[config.mk]
export PLATFORM = sky130hd
export DESIGN_NAME = irq_ctrl
export DESIGN_NICKNAME = d
export VERILOG_FILES = /design/src/rtl/irq_ctrl.sv
export SDC_FILE = /design/constraint.sdc
export NUM_CORES = 1
export LEC_CHECK = 0
export ABC_CLOCK_PERIOD_IN_PS = 1700
export CAP_MARGIN = 20
export CORE_MARGIN = 2
export CORE_UTILIZATION = 35
export CTS_CLUSTER_DIAMETER = 40
export DETAILED_ROUTE_END_ITERATION = 8
export PLACE_DENSITY = 0.85
export SYNTH_ARGS = -nofsm -noshare
export SYNTH_HDL_FRONTEND = slang
export SYNTH_SLANG_ARGS = --single-unit
[constraint.sdc]
create_clock -name clk -period 1.7 [get_ports clk]
set_input_delay 0.17 -clock clk [delete_from_list [all_inputs] [get_ports clk]]
set_output_delay 0.17 -clock clk [all_outputs]
set_load 0.03 [all_outputs]
[src/rtl/irq_ctrl.sv]
// -----------------------------------------------------------------------------
// irq_ctrl -- interrupt / exception controller for the five-stage pipeline.
//
// Prioritises NUM_IRQ edge-triggered interrupt lines plus the ID-stage
// exception flag, drives a request/take handshake toward the hazard/jump
// unit, records EPC and CAUSE, supplies the handler vector and exposes a
// small software register file.
//
// Optional feature: define IRQ_TIMER_EN to build the compare timer that
// feeds PENDING[0] (STATUS.TE, TIMER_CMP at addr 5, TIMER_CNT at addr 6).
//
// Ports
//   clk, reset      : system clock, synchronous active-high reset
//   irq_in          : interrupt lines, rising-edge sensitive
//   exc, exc_pc     : exception pulse from ID and the faulting PC
//   irq_take,take_pc: pipeline accepts the request; resume PC to save
//   eret            : return from handler
//   wr_en,addr,
//   wr_data,rd_data : register port (write at next edge, combinational read)
//   irq_req         : interrupt request (high while in REQ)
//   exc_out         : exception redirect (combinational from exc)
//   vector          : redirect target for irq_req / exc_out
//   epc             : saved return PC
//   dbg_state       : current FSM state (0 IDLE, 1 REQ, 2 SERVICE)
//
// Handshake: irq_req is a level request that stays high while a masked-in
// pending interrupt exists and GIE is set; the pipeline accepts it by
// asserting irq_take in a cycle where irq_req is high. The request may be
// withdrawn without a take if the source is masked/cleared or GIE drops.
// -----------------------------------------------------------------------------
module irq_ctrl #(
  parameter int          NUM_IRQ  = 8,
  parameter logic [31:0] VEC_BASE = 32'h8000_0040,
  parameter logic [31:0] EXC_VEC  = 32'h8000_0080
) (
  input  logic               clk,
  input  logic               reset,
  input  logic [NUM_IRQ-1:0] irq_in,
  input  logic               exc,
  input  logic [31:0]        exc_pc,
  input  logic               irq_take,
  input  logic [31:0]        take_pc,
  input  logic               eret,
  input  logic               wr_en,
  input  logic [2:0]         addr,
  input  logic [31:0]        wr_data,
  output logic [31:0]        rd_data,
  output logic               irq_req,
  output logic               exc_out,
  output logic [31:0]        vector,
  output logic [31:0]        epc,
  output logic [1:0]         dbg_state
);

  typedef enum logic [1:0] {
    ST_IDLE    = 2'd0,
    ST_REQ     = 2'd1,
    ST_SERVICE = 2'd2
  } state_t;

  state_t             state_q, state_d;
  logic               gie_q, gie_d;
  logic               df_q, df_d;
  logic [NUM_IRQ-1:0] mask_q, mask_d;
  logic [NUM_IRQ-1:0] pending_q, pending_d;
  logic [NUM_IRQ-1:0] irq_d_q, irq_d_d;
  logic [31:0]        epc_q, epc_d;
  logic [4:0]         cause_q, cause_d;

  // Per-cycle helpers
  logic [NUM_IRQ-1:0] active;
  logic [NUM_IRQ-1:0] lowest_oh;
  logic [4:0]         lowest_idx;
  logic [NUM_IRQ-1:0] rise;
  logic [NUM_IRQ-1:0] take_clr;
  logic [NUM_IRQ-1:0] sw_clr;
  logic [NUM_IRQ-1:0] timer_set;
  logic               hw_epc_we;
  logic [31:0]        hw_epc_val;
  logic               hw_cause_we;
  logic [4:0]         hw_cause_val;
  logic               df_set;
  logic               te;

`ifdef IRQ_TIMER_EN
  logic               te_q, te_d;
  logic [31:0]        tcmp_q, tcmp_d;
  logic [31:0]        tcnt_q, tcnt_d;
`endif

  assign active = pending_q & mask_q;
  assign rise   = irq_in & ~irq_d_q;

  // Lowest-index active channel wins; scanning high to low leaves the
  // lowest set bit as the final assignment.
  always_comb begin
    lowest_idx = '0;
    lowest_oh  = '0;
    for (int i = NUM_IRQ - 1; i >= 0; i--) begin
      if (active[i]) begin
        lowest_idx   = 5'(i);
        lowest_oh    = '0;
        lowest_oh[i] = 1'b1;
      end
    end
  end

  // FSM next state and handshake outputs
  always_comb begin
    state_d      = state_q;
    irq_req      = 1'b0;
    exc_out      = 1'b0;
    vector       = EXC_VEC;
    hw_epc_we    = 1'b0;
    hw_epc_val   = exc_pc;
    hw_cause_we  = 1'b0;
    hw_cause_val = 5'(NUM_IRQ);
    take_clr     = '0;
    df_set       = 1'b0;
    case (state_q)
      ST_IDLE: begin
        if (exc) begin
          exc_out     = 1'b1;
          hw_epc_we   = 1'b1;
          hw_cause_we = 1'b1;
          state_d     = ST_SERVICE;
        end else if (gie_q && (|active)) begin
          state_d = ST_REQ;
        end
      end
      ST_REQ: begin
        irq_req = 1'b1;
        vector  = VEC_BASE + (32'(lowest_idx) << 2);
        if (exc) begin
          // An exception pre-empts the pending request outright.
          exc_out     = 1'b1;
          vector      = EXC_VEC;
          hw_epc_we   = 1'b1;
          hw_cause_we = 1'b1;
          state_d     = ST_SERVICE;
        end else if (!gie_q || !(|active)) begin
          state_d = ST_IDLE;
        end else if (irq_take) begin
          hw_epc_we    = 1'b1;
          hw_epc_val   = take_pc;
          hw_cause_we  = 1'b1;
          hw_cause_val = lowest_idx;
          take_clr     = lowest_oh;
          state_d      = ST_SERVICE;
        end
      end
      ST_SERVICE: begin
        // No nesting: an exception here is only recorded as a double fault.
        if (exc) df_set = 1'b1;
        if (eret) state_d = ST_IDLE;
      end
      default: state_d = ST_IDLE;
    endcase
  end

`ifdef IRQ_TIMER_EN
  always_comb begin
    te_d      = te_q;
    tcmp_d    = tcmp_q;
    tcnt_d    = tcnt_q;
    timer_set = '0;
    if (te_q) begin
      if (tcnt_q == tcmp_q) begin
        tcnt_d       = '0;
        timer_set[0] = 1'b1;
      end else begin
        tcnt_d = tcnt_q + 32'd1;
      end
    end
    if (wr_en && (addr == 3'd0)) te_d   = wr_data[3];
    if (wr_en && (addr == 3'd5)) tcmp_d = wr_data;
    if (wr_en && (addr == 3'd6)) tcnt_d = wr_data;
  end
  assign te = te_q;
`else
  assign timer_set = '0;
  assign te        = 1'b0;
`endif

  // Register file updates; hardware captures override software writes.
  always_comb begin
    gie_d   = gie_q;
    mask_d  = mask_q;
    epc_d   = epc_q;
    cause_d = cause_q;
    irq_d_d = irq_in;
    sw_clr  = '0;
    df_d    = df_q;
    if (wr_en) begin
      case (addr)
        3'd0: begin
          gie_d = wr_data[0];
          if (wr_data[2]) df_d = 1'b0;
        end
        3'd1:    mask_d = wr_data[NUM_IRQ-1:0];
        3'd2:    sw_clr = wr_data[NUM_IRQ-1:0];
        3'd3:    epc_d  = wr_data;
        default: ;
      endcase
    end
    if (df_set)      df_d    = 1'b1;
    if (hw_epc_we)   epc_d   = hw_epc_val;
    if (hw_cause_we) cause_d = hw_cause_val;
    // A new edge (or timer hit) on a bit wins over any clear in the same cycle.
    pending_d = (pending_q & ~sw_clr & ~take_clr) | rise | timer_set;
  end

  always_ff @(posedge clk) begin
    if (reset) begin
      state_q   <= ST_IDLE;
      gie_q     <= 1'b0;
      df_q      <= 1'b0;
      mask_q    <= '0;
      pending_q <= '0;
      irq_d_q   <= '0;
      epc_q     <= '0;
      cause_q   <= '0;
`ifdef IRQ_TIMER_EN
      te_q      <= 1'b0;
      tcmp_q    <= 32'hFFFF_FFFF;
      tcnt_q    <= '0;
`endif
    end else begin
      state_q   <= state_d;
      gie_q     <= gie_d;
      df_q      <= df_d;
      mask_q    <= mask_d;
      pending_q <= pending_d;
      irq_d_q   <= irq_d_d;
      epc_q     <= epc_d;
      cause_q   <= cause_d;
`ifdef IRQ_TIMER_EN
      te_q      <= te_d;
      tcmp_q    <= tcmp_d;
      tcnt_q    <= tcnt_d;
`endif
    end
  end

  always_comb begin
    rd_data = '0;
    case (addr)
      3'd0: rd_data = {28'd0, te, df_q, (state_q == ST_SERVICE), gie_q};
      3'd1: rd_data = 32'(mask_q);
      3'd2: rd_data = 32'(pending_q);
      3'd3: rd_data = epc_q;
      3'd4: rd_data = 32'(cause_q);
`ifdef IRQ_TIMER_EN
      3'd5: rd_data = tcmp_q;
      3'd6: rd_data = tcnt_q;
`endif
      default: rd_data = '0;
    endcase
  end

  assign epc       = epc_q;
  assign dbg_state = state_q;

endmodule

==> run_results.csv <==
group,metric,value,unit
timing,fin_setup_tns,-2.32,ns
floorplan,core,10200,sq um
cells_and_area,diodes,0,
setup_path,crit_path_end_kind,"register",
flow_run,drv_cap,0,
floorplan,die_h,106,microns
timing,post-route-period-util,108,%
status,violations,"setup timing",
place,numPortBuffers,185,
floorplan,start_util,35.6,%
place,place_inst,764,
global_route,grt_overflow_total,0,
pwr,p_per_area,691,nW/um^2
logic_synthesis,ys_seq_area_share,35.2,%
min_path,hold_class,"input port to register",
logic_synthesis,synth-seq-cells,64,
clock_tree,htreeDepth,3,
cells_and_area,fillers,845,
setup_path,critPathMaxFanout,17,
timing,fin_ws,-0.134,ns
clock_tree,numCtsBuffers,9,
floorplan,dieArea,11200,sq um
global_route,track_usage,24.5,%
logic_synthesis,yosysWarnings,0,
logic_synthesis,syn_area,3640,sq um
clock_tree,hold_buffers,0,
global_route,antenna_found_initial,0,
cells_and_area,layout.cells.non_filler,793,
drt,route.detailed.drc,0,
floorplan,ioPinCount,213,
setup_path,cp.arrival,2.09,ns
setup_path,path_class,"register to register",
drt,ant_nets,0,
timing,min_period,1.83,ns
setup_path,cp.required,1.96,ns
floorplan,rows,37,
pwr,power_frac_comb,29.4,%
drt,drtPass1Iterations,5,
timing,setup_viol,38,
pwr,p_leak,2.71,nW
logic_synthesis,synth.distinct_cells,38,
global_route,grt_max_degree,27,
pwr,seq_power_share,37.8,%
global_route,grt_pass1_wl,21700,microns
timing,rsz0062_at_grt,"true",
drt,routed_wl,14100,microns
drt,via_count,4202,
drt,drt_iter0_drc,244,
logic_synthesis,syn-instance-count,418,
drt,vias_per_cell,5.30,
pwr,p_int,3.13,mW
cells_and_area,syn2layout_area_growth,77.8,%
pwr,p_sw_share,30.1,%
clock_tree,clockBufferDepth,2,
drt,wl_per_cell,17.8,microns
status,outcome,"finished with violations",
cells_and_area,drive_above_1_share,28.8,%
timing,timing.fmax,0.545,GHz
timing,hold_viol,0,
global_route,grt_pass1_vias,4190,
clock_tree,cts-root-buf,"clkbuf_8",
cells_and_area,fin_util,63.3,%
logic_synthesis,synth_area_per_cell,8.71,sq um
cells_and_area,nets,765,
pwr,power_switching,1.35,mW
floorplan,die_width,106,microns
pwr,max-vdd-ir-drop,0.000407,V
pwr,power.share.clock,32.8,%
clock_tree,clk_latency,0.35,ns
timing,finalMaxSlewViolations,0,
place,dp_hpwl,10600,microns
setup_path,start_kind,"register",
clock_tree,clk_pin_slew,0.07,ns
timing,finClkSkew,0.0134,ns
clock_tree,cts_tree,"yes",
clock_tree,cts.sinks,64,
place,gp_congestion,0.949,
-- worst max-delay path, cell delays in order (launching register included) --
cell and delay [ns]:
dfxtp_2 0.33, a22o_1 0.29, nor4b_4 0.34, buf_12 0.17, o21a_4 0.15, buf_12 0.14
o21ai_0 0.11, a211oi_1 0.21
-- power groups by stage --
stage          sequential [mW]  clock, mW  combinational, mW
6_report                  1.69       1.47               1.32
5_1_grt                   1.70       1.56               1.40
4_1_cts                   1.68       1.48               1.28
3_5_place_dp              1.72          0               1.24
3_3_place_gp              1.71          0               1.21
2_1_floorplan             1.83          0              0.523
-- kinds of logic (layout without fill, tap and decap cells) --
kind of cell	count (synthesis)	in the layout	share of synthesized area, %
AO/OA/AOI/OAI	124	124	26.0
AND/OR/NAND/NOR	118	118	17.1
buffers and inverters	71	285	10.4
flip-flops	64	64	35.2
multiplexers	39	39	11.0
other	2	27	0.206
-- through the flow --
stage	worst slack, ns	hold WS [ns]	area [sq um]	power (mW)
floorplan	-0.179	0.317	3810	2.35
global placement	-0.154	0.439	5900	2.93
detailed placement	-0.180	0.446	5900	2.95
CTS	-0.104	0.220	6320	4.45
global route	-0.193	0.240	6470	4.65
finish	-0.134	0.234	6470	4.47
-- sequential cells by signal, indices dropped and copies added (netlist names) --
signal and flops:
irq_d_q 8, pending_q 8, df_q 1, cause_q 4
mask_q 8, gie_q 1, epc 32, dbg_state 2
-- layout by cell type (no fill, tap or decap), types with 4 or more instances in the layout --
master           Yosys  routed
a211oi_1            12      10
a21o_1               5       5
a21oi_1              9       9
a221oi_1            26      21
a22o_1               6       4
a22oi_1             24      18
a22oi_2              0       6
and2_1              24      24
buf_12               0       5
buf_4               28      92
buf_6                0      11
clkbuf_8             0      10
clkdlybuf4s50_1      0     144
conb_1               2      27
dfxtp_1             64      53
dfxtp_2              0      10
inv_1               12      11
mux2_2               9       9
mux2i_1             30      30
nand2_1             16      11
nand2b_1            10      10
nand3_1              5       4
nor2_1              38      33
nor2b_1             13       9
o21ai_0              5       4
o21ai_1              7       7
o32ai_1             20      20
-- Yosys cell counts (all sizes together) --
cell type / n / area share (%)
nor2b: 13 / 2.2
nand3b: 1 / 0.21
o32ai: 20 / 4.8
mux2i: 30 / 8.2
nor3: 5 / 0.82
a211oi: 12 / 2.5
nand2b: 10 / 1.7
a222oi: 2 / 0.55
o31ai: 1 / 0.21
nand2: 16 / 1.6
a22o: 6 / 1.4
nor3b: 2 / 0.41
a221oi: 26 / 6.3
o21a: 1 / 0.24
a31oi: 1 / 0.17
nand3: 5 / 0.69
nor2: 38 / 3.9
o22ai: 3 / 0.52
and2: 24 / 4.1
o2bb2ai: 1 / 0.24
clkbuf: 21 / 2.2
and3b: 1 / 0.24
o211ai: 1 / 0.21
nor4b: 3 / 1.1
inv: 12 / 1.2
a21oi: 9 / 1.2
o21ai: 12 / 1.6
buf: 38 / 7.0
a22oi: 24 / 4.9
dfxtp: 64 / 35
mux2: 9 / 2.8
a21o: 5 / 1.0
conb: 2 / 0.21
-- cell type report --
type	instances	area, sq um	share of cell area, %
tap	136	170	2.63
multi-input combinational	308	2330	35.9
inverter	12	50.0	0.773
timing repair buffer	257	2410	37.2
sequential	64	1300	20.0
clock buffer	11	141	2.18
clock inverter	5	80.1	1.24
-- path summary, 6_finish.rpt --
path                     start      endpoint  slack (ns)  cells after the start
setup / recovery  pending_q[7]       epc[23]       -0.13                      7
hold / removal           reset     mask_q[4]        0.23                      2
setup reg to reg  pending_q[7]       epc[23]       -0.13                      7
hold reg to reg     irq_d_q[2]  pending_q[2]        0.46                      2
-- metal layers --
layer | share of wire [%] | track usage (%) | up-vias
li1 | - | - | 1974
met2 | 50 | 42.5 | 184
met4 | 2.0 | 7.52 | 0
met3 | 7.2 | 6.13 | 26
met1 | 41 | 29.9 | 2018
met5 | 0 | 0 | -
-- what timing repair did --
item                                    in CTS  in global routing
endpoints found under the hold margin        0                  0
gates resized for setup                     30                 32
pin swaps                                    9                  8
endpoints found under the setup margin      73                 63
setup buffers                               10                  3
Note: power is estimated with default switching activity, not from simulation.
